`src/rtl/mac_pkg.sv`:
```
// Types and the signed saturating clamp shared by the MAC accumulate stage.
// Clamp operands are carried at CLAMP_WIDTH bits so one function serves every width.
package mac_pkg;

    typedef enum logic [0:0] {
        ACCUM = 1'b0,
        HOLD  = 1'b1
    } state_t;

    localparam int CLAMP_WIDTH = 64;

    typedef struct packed {
        logic signed [CLAMP_WIDTH-1:0] value;
        logic                          clamped;
    } clamp_t;

    // Clamps a sign-extended value into the signed range of 'width' bits.
    function automatic clamp_t sat_clamp(input logic signed [CLAMP_WIDTH-1:0] value,
                                         input int width);
        logic signed [CLAMP_WIDTH-1:0] max_val;
        logic signed [CLAMP_WIDTH-1:0] min_val;
        clamp_t r;
        max_val   = (64'sd1 <<< (width - 1)) - 64'sd1;
        min_val   = -(64'sd1 <<< (width - 1));
        r.clamped = 1'b1;
        if (value > max_val) begin
            r.value = max_val;
        end else if (value < min_val) begin
            r.value = min_val;
        end else begin
            r.value   = value;
            r.clamped = 1'b0;
        end
        return r;
    endfunction

endpackage

```
`src/rtl/sat_narrow.sv`:
```
// Combinational clamp of the wide accumulator into the signed output range.
// No shifting happens here; any scaling is applied upstream of the multiplier.
module sat_narrow
    import mac_pkg::*;
#(
    parameter int ACC_WIDTH = 40,
    parameter int OUT_WIDTH = 16
) (
    input  logic signed [ACC_WIDTH-1:0] acc,
    output logic signed [OUT_WIDTH-1:0] result,
    output logic                        clamped
);

    clamp_t                             narrow;
    logic [CLAMP_WIDTH-OUT_WIDTH-1:0]   unused_high;

    always_comb begin
        narrow = sat_clamp({{(CLAMP_WIDTH-ACC_WIDTH){acc[ACC_WIDTH-1]}}, acc}, OUT_WIDTH);
    end

    assign result      = narrow.value[OUT_WIDTH-1:0];
    assign clamped     = narrow.clamped;
    assign unused_high = narrow.value[CLAMP_WIDTH-1:OUT_WIDTH];

endmodule

```
`src/rtl/mac_accumulator.sv`:
```
// Accumulates signed products into a saturating wide sum and emits one narrowed,
// saturated result per last-flagged term through a valid/ready handshake.
module mac_accumulator
    import mac_pkg::*;
#(
    parameter int IN_WIDTH  = 32,
    parameter int ACC_WIDTH = 40,
    parameter int OUT_WIDTH = 16,
    parameter int CNT_WIDTH = 8
) (
    input  logic                        clk,
    input  logic                        arst_n_in,
    input  logic signed [IN_WIDTH-1:0]  prod_in,
    input  logic                        prod_valid_in,
    input  logic                        prod_last_in,
    output logic                        prod_ready_out,
    output logic signed [OUT_WIDTH-1:0] acc_out,
    output logic                        acc_valid_out,
    input  logic                        acc_ready_in,
    output logic                        overflow_out,
    output logic [CNT_WIDTH-1:0]        terms_out
);

    state_t                           state;
    state_t                           state_next;
    logic signed [ACC_WIDTH-1:0]      acc;
    logic signed [ACC_WIDTH-1:0]      acc_next;
    logic [CNT_WIDTH-1:0]             terms;
    logic [CNT_WIDTH-1:0]             terms_next;
    logic                             ovf;
    logic                             ovf_next;
    logic                             fresh;
    logic                             accept;
    logic                             out_fire;
    logic signed [ACC_WIDTH:0]        sum;
    clamp_t                           acc_clamp;
    logic [CLAMP_WIDTH-ACC_WIDTH-1:0] unused_acc_high;
    logic signed [OUT_WIDTH-1:0]      narrow;
    logic                             narrow_clamped;

    // A held result only blocks new products while downstream is stalled.
    assign prod_ready_out = (state == ACCUM) || acc_ready_in;
    assign acc_valid_out  = (state == HOLD);
    assign accept         = prod_valid_in && prod_ready_out;
    assign out_fire       = acc_valid_out && acc_ready_in;

    // One guard bit above ACC_WIDTH lets the clamp see the true sum.
    always_comb begin
        sum = {{(ACC_WIDTH+1-IN_WIDTH){prod_in[IN_WIDTH-1]}}, prod_in};
        if (!fresh) begin
            sum = sum + {acc[ACC_WIDTH-1], acc};
        end
        acc_clamp = sat_clamp({{(CLAMP_WIDTH-ACC_WIDTH-1){sum[ACC_WIDTH]}}, sum}, ACC_WIDTH);
        acc_next  = acc_clamp.value[ACC_WIDTH-1:0];
        ovf_next  = acc_clamp.clamped || (!fresh && ovf);
        if (fresh) begin
            terms_next = CNT_WIDTH'(1);
        end else if (&terms) begin
            terms_next = terms;
        end else begin
            terms_next = terms + CNT_WIDTH'(1);
        end
    end

    assign unused_acc_high = acc_clamp.value[CLAMP_WIDTH-1:ACC_WIDTH];

    sat_narrow #(
        .ACC_WIDTH (ACC_WIDTH),
        .OUT_WIDTH (OUT_WIDTH)
    ) u_sat_narrow (
        .acc     (acc_next),
        .result  (narrow),
        .clamped (narrow_clamped)
    );

    always_comb begin
        state_next = state;
        if (accept && prod_last_in) begin
            state_next = HOLD;
        end else if (out_fire) begin
            state_next = ACCUM;
        end
    end

    always_ff @(posedge clk or negedge arst_n_in) begin
        if (!arst_n_in) begin
            state <= ACCUM;
        end else begin
            state <= state_next;
        end
    end

    // 'fresh' marks that the next accepted term starts a new sum.
    always_ff @(posedge clk or negedge arst_n_in) begin
        if (!arst_n_in) begin
            acc          <= '0;
            terms        <= '0;
            ovf          <= 1'b0;
            fresh        <= 1'b1;
            acc_out      <= '0;
            overflow_out <= 1'b0;
            terms_out    <= '0;
        end else if (accept) begin
            acc   <= acc_next;
            terms <= terms_next;
            ovf   <= ovf_next;
            fresh <= prod_last_in;
            if (prod_last_in) begin
                acc_out      <= narrow;
                overflow_out <= ovf_next || narrow_clamped;
                terms_out    <= terms_next;
            end
        end
    end

endmodule

```
`config.mk`:
```
export PLATFORM = sky130hd
export DESIGN_NAME = mac_accumulator
export DESIGN_NICKNAME = d
export VERILOG_FILES = /design/src/rtl/mac_pkg.sv /design/src/rtl/sat_narrow.sv /design/src/rtl/mac_accumulator.sv
export SDC_FILE = /design/constraint.sdc
export NUM_CORES = 1
export LEC_CHECK = 0
export BUFFER_PORTS_ARGS = -buffer_cell sky130_fd_sc_hd__buf_2
export CAP_MARGIN = 20
export CORE_MARGIN = 2
export CORE_UTILIZATION = 45
export DETAILED_ROUTE_END_ITERATION = 6
export GPL_ROUTABILITY_DRIVEN = 0
export PLACE_DENSITY = 0.65
export SLEW_MARGIN = 20
export SYNTH_ARGS = -nofsm -noshare
export SYNTH_HDL_FRONTEND = slang
export SYNTH_SLANG_ARGS = --single-unit
```
`constraint.sdc`:
```
create_clock -name clk -period 4.26 [get_ports clk]
set_input_delay 1.278 -clock clk [delete_from_list [all_inputs] [get_ports clk]]
set_output_delay 1.278 -clock clk [all_outputs]
set_load 0.01 [all_outputs]
```
* Word level (Yosys, flattened, before mapping)
Cells that the tools add are included.
Operators by class: bitwise operators 1, muxes and demuxes 13, reduce and logical (&&, ||, !) cells 11, order comparisons 4, add/subtract/negate cells 2
Operators with widths (number):
- $mux 40 | 2
- $add 32x40->41 | 1
- $gt 41x40->1 const B | 1
- $lt 41x40->1 const B | 1
- $mux 41 | 1
- $gt 40x16->1 const B | 1
- $lt 40x16->1 const B | 1
- $mux 16 | 2
- $mux 8 | 2
- $add 8x1->8 const B | 1
- $reduce_and 8->1 | 1
- $mux 1 | 6
- $logic_and 1x1->1 | 4
- $logic_or 1x1->1 | 3
- $reduce_and 2->1 | 1
- $reduce_bool 2->1 | 1
- $logic_not 1->1 | 1
- $not 1->1 | 1
Word-level totals: register bits 76, output and inout bits 27, word-level logic and storage cells 39

* Depth between registers and ports, before layout
Gate-level depths: netlist of the first run.
word-level depth 9, depth in mapped cells 15, gate-level depth less buffers 14

* Modules after synthesis
From an unflattened synthesis of the first run, not the netlist that was laid out.
Second synthesis, totals: cell total of the unflattened synthesis 785, area, all modules 6708.9 sq um
By module, submodules not included:
- mac_accumulator | area each 6349.8 sq um, cells each 731, times used 1, seq. area each 1903.1 sq um
- sat_narrow | area each 359.1 sq um, cells each 54, times used 1, seq. area each 0.0 sq um

* Least setup slack after synthesis of the first run
Ideal clock, no wire load.
path kind input port to flip-flop, from in prod_in[0], to reg acc_out[10], buffers on the path 1, arrival time 4.055 ns, slack 0.130 ns, cell stages on the path 15, cells stage by stage ha_1 > inv_1 > fa_1 > nor2b_1 > o2111a_1 > o311ai_1 > a31oi_1 > o22ai_1 > mux2i_1 > o2111ai_1 > a211oi_1 > nand4_1 > and3_4 > buf_6 > o21ai_2
Between the ends: longest elaborated chain between the ends 8, elaborated cells on any way between the ends 10
Ends and longest elaborated chain:
- start, declared | line mac_accumulator.sv:13 | input logic signed [IN_WIDTH-1:0] prod_in,
- $add 32x40->41 | line mac_accumulator.sv:51 | sum = sum + {acc[ACC_WIDTH-1], acc};
- $mux 41 (*) | line mac_accumulator.sv:50 | if (!fresh) begin
- $lt 41x40->1 | line mac_pkg.sv:28 | end else if (value < min_val) begin
- $mux 40 | line mac_pkg.sv:28
- $mux 40 (*) | line mac_pkg.sv:26 | if (value > max_val) begin
- $lt 40x16->1 | line mac_pkg.sv:28
- $mux 16 | line mac_pkg.sv:28
- $mux 16 (*) | line mac_pkg.sv:26
- end signal, assigned | line mac_accumulator.sv:109 | acc_out <= narrow;
- end, declared | line mac_accumulator.sv:17 | output logic signed [OUT_WIDTH-1:0] acc_out,
Mark *: on every way between the ends. The rest lies on a longest branch, timed or not. A chain may end at the register's enable or synchronous reset.

* Worst setup path in the final report of the first run
from in prod_in[1], to reg acc_out[14]
The elaborated chain is that of the path after synthesis.

==> metrics.md, run 1 <==
| Metric | Value |
|---|---|
| Post-route cell area | `0.00942 mm2` |
| Most frequent CP cell | `o21ai_4` |
| Skew final | `0.0130 ns` |
| Largest net degree at the start of global routing | `77` |
| Synthesized instance count | `836` |
| Synth Warn # | `0` |
| Fin nets | `1151` |
| Worst-Margin Slew | `0.970 ns` |
| Post-route ant nets | `0` |
| Outcome | `finished with violations` |
| R2R cell count | `18` |
| Critical Path RT | `~4.5 ns` |
| Worst hold path startpoint | `terms_out[4]$_DFFE_PN0P_` |
| Root Buffer | `clkbuf_16` |
| VDD IR-drop max | `0.000357 V` |
| Number of global-route vias before repair | `7206` |
| TritonCTS clock tree | `yes` |
| Worst hold slack | `0.475 ns` |
| CP startpoint kind | `input port` |
| Fin. Hold Viols | `0` |
| RR Startpoint | `acc[0]$_DFFE_PN0P_` |
| Design Power | `7.70 mW` |
| EDFF count, synth | `0` |
| Pre-antenna DRT Iters | `5` |
| Fmax | `234 MHz` |
| Slowest Stage Delay on Critical Path | `between 0.5 and 0.6 ns` |
| Drt via density | `5.97` |
| Skew-Pair Late Insertion Delay | `around 0.36 ns` |
| M1 GR Usage | `40.5%` |
| Kind of end point of the critical path | `register` |
| Total length of routed wires | `23.1 mm` |
| Core ar. | `0.0144 mm2` |
| Most frequent cells in the layout | `buf_4 (193), nand2_1 (136), dfrtp_1 (75)` |
| Starting Density | `45.6%` |
| Hold Path Depth | `2` |
| Synthesized area per cell | `approximately 8 um2` |
| Mux cell area share after synthesis | `1.56%` |
| Die width | `125 um` |
| Most common cell after layout, fill and taps aside | `buf_4` |
| Max-slew violations | `0` |
| Asr flop ratio synth | `100%` |
| Cts bufs inserted | `9` |
| Critical path's slowest cell | `a2111oi_0` |
| DR WL/cell | `18.4 um` |
| Violated checks | `setup timing` |
| IO Port Bufs | `63` |
| Initial antenna violation count | `0` |
| Adder-Cell Fraction of Synth Area | `8.11%` |
| First-pass GRT wire length | `36.5 mm` |
| Leakage power | `a little over 4 nW` |
| Fill count | `1227` |
| Finished Core Util | `between 60% and 70%` |
| Reg clk slew, reported paths | `0.06 ns` |
| CP top delay family | `compound AO/OA/AOI/OAI gates` |
| Routed vias | `7526` |
| Worst rel slew slack | `35.4%` |
| Top_reg_cell synth | `dfrtp_1` |
| Cell area power density | `818 mW/mm2` |
| Sequential-to-total area share from yosys stat | `29.0%` |
| Simple-Gate Fraction of Synth Area | `roughly 23%` |
| Tot GR Track Use | `28.8%` |
| Register-to-Register Setup Slack | `0.60 ns` |
| Fin crit share | `100%` |
| Layout cell share with drive strength beyond 1 | `a little under two fifths` |
| Main combinational cell family by area after synthesis | `compound AO/OA/AOI/OAI gates` |
| Max-Cap Viols | `0` |
| CP cell instances | `buf_2, ha_1, a21oi_1, nor2_4, o21ai_4, nand2_1, a2111oi_0, nor3b_2, nor4_2, and4b_1, nand4_1, buf_4, o21ai_4, buf_12, clkbuf_16, o21ai_2` |
| Area growth syn-to-layout | `43.3%` |
| GRT busiest layer | `met2` |
| H-Tree Depth | `3` |
| Clock buffer depth | `2` |
| Clock sink total | `76` |
| Final setup margin | `-0.0128 ns` |
| Detailed Place HPWL | `17.1 mm` |
| Setup violations, final | `5` |
| GR Util met2 | `46.2%` |
| Critical path type | `in2reg` |
| Total Die Area | `about 0.016 mm2` |
| Post-Syn Area | `~0.0066 mm2` |
| Ant diodes | `0` |
| # hold bufs at CTS | `0` |
| CP Max Fanout | `7` |
| I/O pin cnt | `64` |
| Worst Hold Class | `reg2reg` |
| Congestion Overflow GR | `0` |
| Minimum clock period | `4.27 ns` |
| CP bufs+invs | `4` |
| Routing usage on met3 | `3.82%` |
| DIE HEIGHT | `125 um` |
| DR DRC count | `0` |
| Syn nets | `just over 900` |
| Drt initial violations | `737` |
| Synth Area in XOR/XNOR | `3.73%` |
| #FFs+latches synth | `76` |
| Hold Path End | `terms_out[4]$_DFFE_PN0P_` |
| Post-synth cell types | `84` |
| Compound-Gate Fraction of Synth Area | `31.2%` |
| Worst reg2reg path endpoint | `acc_out[14]$_DFFE_PN0P_` |
| Row count | `44` |
| CP arrival | `4.51 ns` |
| Placed inst area | `0.00845 mm2` |
worst max-delay path by stage:
stage                      from                 endpoint  slack [ns]  depth (start not counted)
global placement     prod_in[0]   acc_out[0]$_DFFE_PN0P_       -0.57                         16
global route        prod_in[29]  acc_out[14]$_DFFE_PN0P_       -0.08                         18
finish               prod_in[1]  acc_out[14]$_DFFE_PN0P_       -0.01                         16
detailed placement   prod_in[0]   acc_out[3]$_DFFE_PN0P_       -0.65                         15
CTS                  prod_in[2]   acc_out[1]$_DFFE_PN0P_       0.008                         14
floorplan            prod_in[0]  acc_out[10]$_DFFE_PN0P_        0.13                         15
routing by layer:
metal / part of all wire (%) / wire (um)
met1: 45 / 10500
met5: 0 / 0
met3: 6.4 / 1470
met2: 45 / 10500
met4: 2.8 / 646
stage by stage:
step	cells	worst slack, ns	setup TNS (ns)
floorplan	836	0.130	0
finish	1261	-0.0128	-0.0548
global route	1261	-0.0778	-0.753
detailed placement	1230	-0.655	-17.60
CTS	1251	0.00775	0
global placement	1230	-0.570	-14.57
sequential cells by signal, indices dropped and copies added (netlist names):
signal and flops:
terms_out 8, ovf 1, fresh 1, overflow_out 1
acc_valid_out 1, acc 40, terms 8, acc_out 16
logic make-up after synthesis:
group | after synthesis
DFF | 76
buffers and inverters | 52
AOI/OAI and AO/OA | 312
adders and majority gates | 42
and+or+nand+nor | 316
muxes | 10
xor gates and xnor gates | 28
worst min-delay path: cells and delay by family, from the launching register on:
family           cells  cell delay [ns]
flip-flops           1             0.34
AND/OR/NAND/NOR      2             0.10
final cells by class:
cell class | instances | area, um2 | share of cell area, %
multi-input cells | 709 | 4930 | 52.4
clock buffers | 10 | 239 | 2.54
flip-flops and latches | 76 | 1900 | 20.2
repair buffers | 266 | 1980 | 21.0
clock inverters | 6 | 95.1 | 1.01
well taps | 184 | 230 | 2.44
inverters | 10 | 37.5 | 0.399
where the power goes:
part	internal, mW	total [mW]	leakage, nW	switching (mW)
logic	2.63	5.56	3.08	2.93
clock network	0.536	0.893	0.157	0.356
registers	1.03	1.24	0.912	0.216
total	4.19	7.70	4.15	3.51
timing repair:
item,4_1_cts,5_1_grt
endpoints found under the hold margin,0,0
buffers inserted,4,9
setup endpoints to repair,16,19
cloned,1,1
pin swaps,16,34
gates resized for setup,28,83
synthesized netlist by cell type (3+ instances only):
library cell / count / area, um2
a211oi_1: 4 / 30.0
a21o_1: 10 / 75.1
a21oi_1: 75 / 375
a21oi_2: 3 / 26.3
a22oi_1: 3 / 22.5
a2bb2oi_1: 14 / 123
a311oi_1: 4 / 35.0
a31oi_1: 12 / 75.1
and2_1: 4 / 25.0
and3_1: 5 / 31.3
and4_1: 3 / 26.3
buf_1: 3 / 11.3
buf_2: 9 / 45.0
clkbuf_1: 28 / 105
dfrtp_1: 75 / 1880
ha_1: 41 / 513
inv_1: 9 / 33.8
mux2i_1: 8 / 80.1
nand2_1: 142 / 533
nand2b_1: 4 / 25.0
nand3_1: 16 / 80.1
nand4_1: 18 / 113
nor2_1: 61 / 229
nor2b_1: 7 / 43.8
nor3_1: 16 / 80.1
nor3b_1: 5 / 37.5
nor4_1: 8 / 50.1
o2111ai_1: 7 / 61.3
o211ai_1: 8 / 60.1
o21a_1: 10 / 75.1
o21ai_0: 90 / 450
o21ai_2: 13 / 114
o21bai_1: 5 / 37.5
o22ai_1: 12 / 75.1
o311ai_1: 3 / 26.3
o31ai_1: 6 / 45.0
or2_2: 5 / 31.3
or3_1: 4 / 25.0
xnor2_1: 16 / 140
xor2_1: 12 / 105
Power figures use the tool's default switching activity.
==> run 2, diff against run 1 <==
--- a/config.mk
+++ b/config.mk
@@ -5,6 +5,7 @@
 export SDC_FILE = /design/constraint.sdc
 export NUM_CORES = 1
 export LEC_CHECK = 0
+export ABC_AREA = 1
 export BUFFER_PORTS_ARGS = -buffer_cell sky130_fd_sc_hd__buf_2
 export CAP_MARGIN = 20
 export CORE_MARGIN = 2
@@ -12,7 +13,6 @@
 export DETAILED_ROUTE_END_ITERATION = 6
 export GPL_ROUTABILITY_DRIVEN = 0
 export PLACE_DENSITY = 0.65
-export SLEW_MARGIN = 20
 export SYNTH_ARGS = -nofsm -noshare
 export SYNTH_HDL_FRONTEND = slang
 export SYNTH_SLANG_ARGS = --single-unit
==> run 2 against run 1 <==
  * The flow still finishes with violations (setup timing)
  * Non-clock buffer count is 5 lower
  * Sequential share of layout area decreased by 2.3 points
  * Fmax down 0.12%
  * Critical path depth up 13
  * Total power increased by 6.5%
  * Largest power group unchanged
  * Highest routed layer unchanged
==> metrics.md, run 2 <==
| Metric | Value |
|---|---|
| # hold bufs at CTS | `0 (unchanged)` |
| Sequential-to-total area share from yosys stat | `25.0% (-3.9 points)` |
| VDD IR-drop max | `0.000363 V (+1.7%)` |
| Fin. Hold Viols | `0 (unchanged)` |
| IO Port Bufs | `63 (unchanged)` |
| Violated checks | `setup timing` |
| Clock sink total | `76 (unchanged)` |
| Synth Warn # | `0 (unchanged)` |
| P_int | `4.16 mW (-0.84%)` |
| Tot GR Track Use | `28.8% (-0.050 points)` |
| Yosys top cell area share | `24.7% (-3.9 points)` |
| Syn nets | `1354 (+48%)` |
| Row count | `47 (+6.8%)` |
| Top reg by flops | `acc` |
| #FFs+latches synth | `76 (unchanged)` |
| Max-Cap Viols | `0 (unchanged)` |
| Minimum clock period | `4.28 ns (+0.00523 ns)` |
| H-Tree Depth | `3 (unchanged)` |
| Worst hold path startpoint | `terms_out[2]$_DFFE_PN0P_` |
| Ant diodes | `0 (unchanged)` |
| Multi-input logic area | `0.00554 mm2 (+12%)` |
| Worst Hold Class | `reg2reg` |
| CP arrival | `4.56 ns (+0.05 ns)` |
| Most common cell after layout, fill and taps aside | `nand2_1` |
| Post-route ant nets | `0 (unchanged)` |
| Die width | `134 um (+7.3%)` |
| Fmax | `234 MHz (-0.12%)` |
| Sequential cell area | `0.00190 mm2 (unchanged)` |
| Max FFs per register | `40 (unchanged)` |
| Hold Path Depth | `2 (unchanged)` |
| Congestion Overflow GR | `0 (unchanged)` |
| Setup_tns | `-0.0455 ns (+0.00934 ns)` |
| GRT busiest layer | `met2` |
| Post-synth cell types | `46 (-45%)` |
| Critical Path RT | `4.54 ns (+0.04 ns)` |
| Register-to-Register Setup Slack | `0.58 ns (-0.02 ns)` |
| Synthesized area per cell | `5.96 um2 (-24%)` |
| Worst rel slew slack | `54.6% (+19 points)` |
| EDFF count, synth | `0 (unchanged)` |
| Kind of end point of the critical path | `register` |
| I/O pin cnt | `64 (unchanged)` |
| Skew final | `0.00995 ns (-0.00306 ns)` |
| Comb power frac | `74.1% (+1.8 points)` |
| Detailed Place HPWL | `20.1 mm (+17%)` |
| DR WL/cell | `15.5 um (-16%)` |
| NetSw | `4.05 mW (+15%)` |
| Clock buffer depth | `2 (unchanged)` |
| First-pass GRT wire length | `40.8 mm (+12%)` |
| Reg clk slew, reported paths | `0.06 ns (about the same)` |
| Cts bufs inserted | `9 (unchanged)` |
| Max-slew violations | `0 (unchanged)` |
| DR DRC count | `0 (unchanged)` |
| Root Buffer | `clkbuf_16` |
| Skew-Pair Late Insertion Delay | `0.35 ns (about the same)` |
| Number of global-route vias before repair | `8204 (+14%)` |
| Pre-antenna DRT Iters | `7 (+2)` |
| Outcome | `finished with violations` |
| Asr flop ratio synth | `100% (unchanged)` |
| Post-synth top cells | `nand2_1 (429), inv_1 (182), nor2_1 (117)` |
| Initial antenna violation count | `0 (unchanged)` |
| Critical path type | `in2reg` |
| Most frequent CP cell | `nand2_1` |
| Drt initial violations | `705 (-4.3%)` |
| Worst-Margin Slew | `0.681 ns (-0.289 ns)` |
| Fin nets | `1596 (+39%)` |
| Fill count | `1502 (+22%)` |
| RR Startpoint | `acc[0]$_DFFE_PN0P_` |
| Critical path's slowest cell | `fa_2` |
| Placed cell count | `1714 (+39%)` |
| Layout cell share with drive strength beyond 1 | `32.9% (-3.9 points)` |
| DIE HEIGHT | `134 um (+7.3%)` |
| Area leader, netlist | `dfrtp_1` |
| Top_reg_cell synth | `dfrtp_1` |
| M1 GR Usage | `41.8% (+1.4 points)` |
| Clock power frac | `10.4% (-1.2 points)` |
| TritonCTS clock tree | `yes` |
| Seq pwr share | `15.5% (-0.6 points)` |
| Starting Density | `46.0% (+0.42 points)` |
| Hold Path End | `terms_out[2]$_DFFE_PN0P_` |
| Synth area leaders | `dfrtp_1 (25%), nand2_1 (21%), inv_1 (9.0%)` |
| RSZ-0062 raised after global routing | `true` |
| Routed vias | `9212 (+22%)` |
| Most frequent cells in the layout | `nand2_1 (388), buf_4 (196), inv_1 (179)` |
| Leakage power | `5.64 nW (+36%)` |
| CP Max Fanout | `10 (+3)` |
| Worst reg2reg path endpoint | `acc_out[14]$_DFFE_PN0P_` |
| Worst setup path start | `prod_in[0]` |
| Fin crit share | `100% (+0.12 points)` |
| Pre-CTS WS | `-0.458 ns (+0.196 ns)` |
| Largest registers | `acc x40, acc_out x16` |
| Core ar. | `0.0165 mm2 (+15%)` |
| Routing usage on met3 | `3.10% (-0.72 points)` |
| Largest net degree at the start of global routing | `77 (unchanged)` |
| Drt via density | `5.29 (-11%)` |
| Cell area power density | `770 mW/mm2 (-5.8%)` |
| R2R cell count | `28 (+10)` |
| GR Util met2 | `45.0% (-1.2 points)` |
| Slowest Stage Delay on Critical Path | `0.33 ns (-0.22 ns)` |
| Count leader, synth | `nand2_1` |
| Area growth syn-to-layout | `40.1%` |
| Synthesized instance count | `1275 (+53%)` |
| Net Sw Frac | `49.3% (+3.8 points)` |
| Setup violations, final | `7 (+2)` |
| Total length of routed wires | `27.0 mm (+16%)` |
| Post-Layout Cell Count | `1742 (+38%)` |
| Final setup margin | `-0.0180 ns (-0.00523 ns)` |
| Total Die Area | `0.0179 mm2 (+15%)` |
| Post-Syn Area | `0.00760 mm2 (+16%)` |
| CP startpoint kind | `input port` |
| Finished Core Util | `64.4% (-0.84 points)` |
run 2: layout make-up:
cell class,count,area share [%]
Tap cell,220,2.58
Timing Repair Buffer,261,17.5
Clock inverter,5,0.787
Multi-Input combinational cell,972,52.1
Sequential cell,76,17.9
Inverter,197,6.97
Clock buffer,11,2.28
run 2: power groups by stage:
stage	clock, mW	combinational (mW)	sequential [mW]
CTS	0.860	5.35	1.22
global placement	0	5.16	1.23
detailed placement	0	5.21	1.22
finish	0.855	6.07	1.27
global route	0.888	6.64	1.30
floorplan	0	3.03	1.18
run 2: repair_timing:
action / 4_1_cts / 5_1_grt
setup endpoints to repair: 16 / 30
pin swaps: 9 / 38
gates resized for setup: 22 / 140
setup buffers: 0 / 8
cloned: 1 / 2
run 2: per-layer routing:
metal	up-vias	wire length (um)	share of wire, %
li1	4545	-	-
met1	4274	12300	46
met2	340	12000	45
met3	53	1930	7.2
met4	0	686	2.5
met5	-	0	0
run 2: metrics by stage:
stage,hold slack (ns),area [um2],power [mW]
after global placement,0.466,9470,6.38
final,0.483,10600,8.20
after global routing,0.495,10600,8.82
after detailed placement,0.461,9470,6.43
after floorplan,0.453,7600,4.21
after CTS,0.485,9900,7.43
run 2: cells by family after synthesis:
group | Yosys count | synth area share (%)
and+or+nand+nor | 757 | 43.0
DFF | 76 | 25.0
adders and majority gates | 42 | 7.01
AOI/OAI and AO/OA | 169 | 12.9
xor gates and xnor gates | 1 | 0.115
buffers and inverters | 230 | 12.0
run 2: worst max-delay path: cells and delay by family:
| kind | cells | cell delay [ns] |
|---|---|---|
| compound gates | 2 | 0.24 |
| simple gates | 20 | 2.09 |
| buf+inv | 5 | 0.48 |
| fa+ha+maj | 2 | 0.46 |
run 2: worst max path at each step:
stage / endpoint
floorplan: acc_out[10]$_DFFE_PN0P_
detailed placement: acc_out[5]$_DFFE_PN0P_
finish: acc_out[14]$_DFFE_PN0P_
CTS: acc_out[5]$_DFFE_PN0P_
global route: acc_out[14]$_DFFE_PN0P_
global placement: acc_out[5]$_DFFE_PN0P_
==> run 3, diff against run 2 <==
--- a/config.mk
+++ b/config.mk
@@ -10,6 +10,7 @@
 export CAP_MARGIN = 20
 export CORE_MARGIN = 2
 export CORE_UTILIZATION = 45
+export CTS_BUF_LIST = sky130_fd_sc_hd__clkbuf_16
 export DETAILED_ROUTE_END_ITERATION = 6
 export GPL_ROUTABILITY_DRIVEN = 0
 export PLACE_DENSITY = 0.65
==> run 3 against run 2 <==
  * The run still ends with setup timing left
  * Cell count grew 0.34%
  * Clock skew down 0.00076 ns
  * Critical path type unchanged
  * Combinational power about the same
  * Critical endpoint unchanged
==> metrics.md, run 3 (synthesis gave the netlist of run 2 again) <==
| Metric | Value |
|---|---|
| Minimum clock period | `4.28 ns (-0.00219 ns)` |
| Fin nets | `1602 (+0.38%)` |
| VDD IR-drop max | `0.000376 V (+3.5%)` |
| Initial antenna violation count | `0 (unchanged)` |
| Fin crit share | `100% (about the same)` |
| Seq pwr share | `15.5% (about the same)` |
| Post-route cell area | `0.0107 mm2 (+0.45%)` |
| R2R cell count | `27 (-3.6%)` |
| Detailed Place HPWL | `20.1 mm (unchanged)` |
| Largest registers | `acc x40, acc_out x16` |
| I/O pin cnt | `64 (unchanged)` |
| P_int | `4.17 mW (+0.30%)` |
| Design Power | `8.21 mW (about the same)` |
| Net Sw Frac | `49.2% (-0.11 points)` |
| Outcome | `finished with violations` |
| Total length of routed wires | `27.0 mm (about the same)` |
| IO Port Bufs | `63 (unchanged)` |
| Reg clk slew, reported paths | `0.06 ns (about the same)` |
| Skew-Pair Late Insertion Delay | `0.35 ns (about the same)` |
| Root Buffer | `clkbuf_16` |
| Die width | `134 um (unchanged)` |
| Routing usage on met3 | `3.14% (+0.038 points)` |
| H-Tree Depth | `3 (unchanged)` |
| Top reg by flops | `acc` |
| GR Util met2 | `45.0% (-0.085 points)` |
| Worst reg2reg path endpoint | `acc_out[14]$_DFFE_PN0P_` |
| Pre-antenna DRT Iters | `7 (unchanged)` |
| Fin. Hold Viols | `0 (unchanged)` |
| RSZ-0062 raised after global routing | `true` |
| Row count | `47 (unchanged)` |
| Pre-CTS WS | `-0.458 ns (unchanged)` |
| Most frequent cells in the layout | `nand2_1 (383), buf_4 (202), inv_1 (180)` |
| DR DRC count | `0 (unchanged)` |
| Cell area power density | `768 mW/mm2 (-0.36%)` |
| Tot GR Track Use | `28.8% (about the same)` |
| Post-route ant nets | `0 (unchanged)` |
| CP startpoint kind | `input port` |
| Drt via density | `5.27 (-0.27%)` |
| Starting Density | `46.0% (unchanged)` |
| Worst setup path start | `prod_in[2]` |
| Worst-Margin Slew | `0.687 ns (+0.00580 ns)` |
| Critical path type | `in2reg` |
| Largest net degree at the start of global routing | `77 (unchanged)` |
| CP Max Fanout | `8 (-2)` |
| Violated checks | `setup timing` |
| Most common cell after layout, fill and taps aside | `nand2_1` |
| Area growth syn-to-layout | `40.7%` |
| Kind of end point of the critical path | `register` |
| GRT busiest layer | `met2` |
| Worst Hold Class | `reg2reg` |
| Setup_tns | `-0.0278 ns (+0.0176 ns)` |
| Hold Path Depth | `2 (unchanged)` |
| Comb power frac | `74.3% (+0.2 points)` |
| Max FFs per register | `40 (unchanged)` |
| Core ar. | `0.0165 mm2 (unchanged)` |
| # hold bufs at CTS | `0 (unchanged)` |
| Skew final | `0.00919 ns (-0.000764 ns)` |
| Final setup margin | `-0.0158 ns (+0.00219 ns)` |
| Setup violations, final | `5 (-2)` |
| Max-Cap Viols | `0 (unchanged)` |
| Fmax | `234 MHz (about the same)` |
| CP arrival | `4.55 ns (about the same)` |
| M1 GR Usage | `41.8% (unchanged)` |
| Number of global-route vias before repair | `8205 (+0.012%)` |
| Worst rel slew slack | `54.2% (-0.39 points)` |
| Critical Path RT | `4.54 ns (about the same)` |
| Routed vias | `9219 (+0.076%)` |
| Clock power frac | `10.2% (-0.2 points)` |
| Congestion Overflow GR | `0 (unchanged)` |
| NetSw | `4.04 mW (-0.13%)` |
| DIE HEIGHT | `134 um (unchanged)` |
| Worst setup path endpoint | `acc_out[14]$_DFFE_PN0P_` |
| Total Die Area | `0.0179 mm2 (unchanged)` |
| Ant diodes | `0 (unchanged)` |
| First-pass GRT wire length | `40.8 mm (unchanged)` |
| Drt initial violations | `705 (unchanged)` |
| Register-to-Register Setup Slack | `0.60 ns (+0.02 ns)` |
| RR Startpoint | `acc[0]$_DFFE_PN0P_` |
| Clock buffer depth | `2 (unchanged)` |
| TritonCTS clock tree | `yes` |
| DR WL/cell | `15.4 um (-0.25%)` |
| Layout cell share with drive strength beyond 1 | `33.4% (+0.53 points)` |
| Clock sink total | `76 (unchanged)` |
| Placed inst area | `0.00947 mm2 (unchanged)` |
| Leakage power | `5.67 nW (+0.62%)` |
| Cts bufs inserted | `9 (unchanged)` |
| Max-slew violations | `0 (unchanged)` |
## run 3: through the flow
stage | hold WS [ns] | util, % | cells
after floorplan | 0.453 | - | 1275
after global placement | 0.466 | 57.3 | 1714
after detailed placement | 0.461 | 57.3 | 1714
after CTS | 0.486 | 59.8 | 1731
after global routing | 0.495 | 64.7 | 1748
final | 0.481 | 64.7 | 1748
## run 3: layout make-up
cell class / count / area (um2)
timing repair buffer: 267 / 1900
clock inverter: 7 / 91.3
sequential: 76 / 1900
clock buffer: 9 / 225
tap: 220 / 275
inverter: 197 / 742
fill: 1501 / 5830
multi-input combinational: 972 / 5560
## run 3: worst min-delay path by stage
stage	startpoint	end	slack, ns
after global routing	terms_out[7]$_DFFE_PN0P_	terms_out[7]$_DFFE_PN0P_	0.49
after global placement	terms_out[4]$_DFFE_PN0P_	terms_out[4]$_DFFE_PN0P_	0.47
after floorplan	acc[3]$_DFFE_PN0P_	acc[3]$_DFFE_PN0P_	0.45
after CTS	terms_out[7]$_DFFE_PN0P_	terms_out[7]$_DFFE_PN0P_	0.49
final	terms_out[7]$_DFFE_PN0P_	terms_out[7]$_DFFE_PN0P_	0.48
after detailed placement	terms_out[7]$_DFFE_PN0P_	terms_out[7]$_DFFE_PN0P_	0.46
## run 3: power groups by stage
stage                     clock, mW  sequential (mW)  combinational [mW]
after global placement            0             1.23                5.16
final                         0.834             1.27                6.10
after global routing          0.865             1.30                6.68
after floorplan                   0             1.18                3.03
after detailed placement          0             1.22                5.21
after CTS                     0.839             1.22                5.35
## run 3: layer usage
metal	up-vias	share of wire, %
met5	-	0
met4	0	2.6
met3	54	7.1
met2	381	45
met1	4224	45
li1	4560	-
## run 3: what timing repair did
item,in CTS,in global routing
endpoints found under the hold margin,0,0
endpoints found under the setup margin,16,30
gates cloned,1,2
setup buffers,0,14
pin swaps,8,40
resized for setup,21,147
## run 3: critical path, stage by stage
cell,delay [ns]
buf_2,0.13
ha_4,0.28
buf_4,0.11
nand3_1,0.11
nand2_2,0.17
nand3_1,0.14
nand3_2,0.13
nand2_1,0.07
nand2_1,0.06
nand2_1,0.04
nand3_1,0.07
nand2_2,0.09
nor2_1,0.12
nand2_1,0.08
nor2_2,0.16
inv_1,0.07
nor2_1,0.12
nand4_1,0.17
nand2_4,0.18
nand2_4,0.09
o21ai_0,0.10
nand2_1,0.09
nor2_2,0.15
nand3_4,0.16
nand2_8,0.16
nand2_4,0.05
a21oi_2,0.14
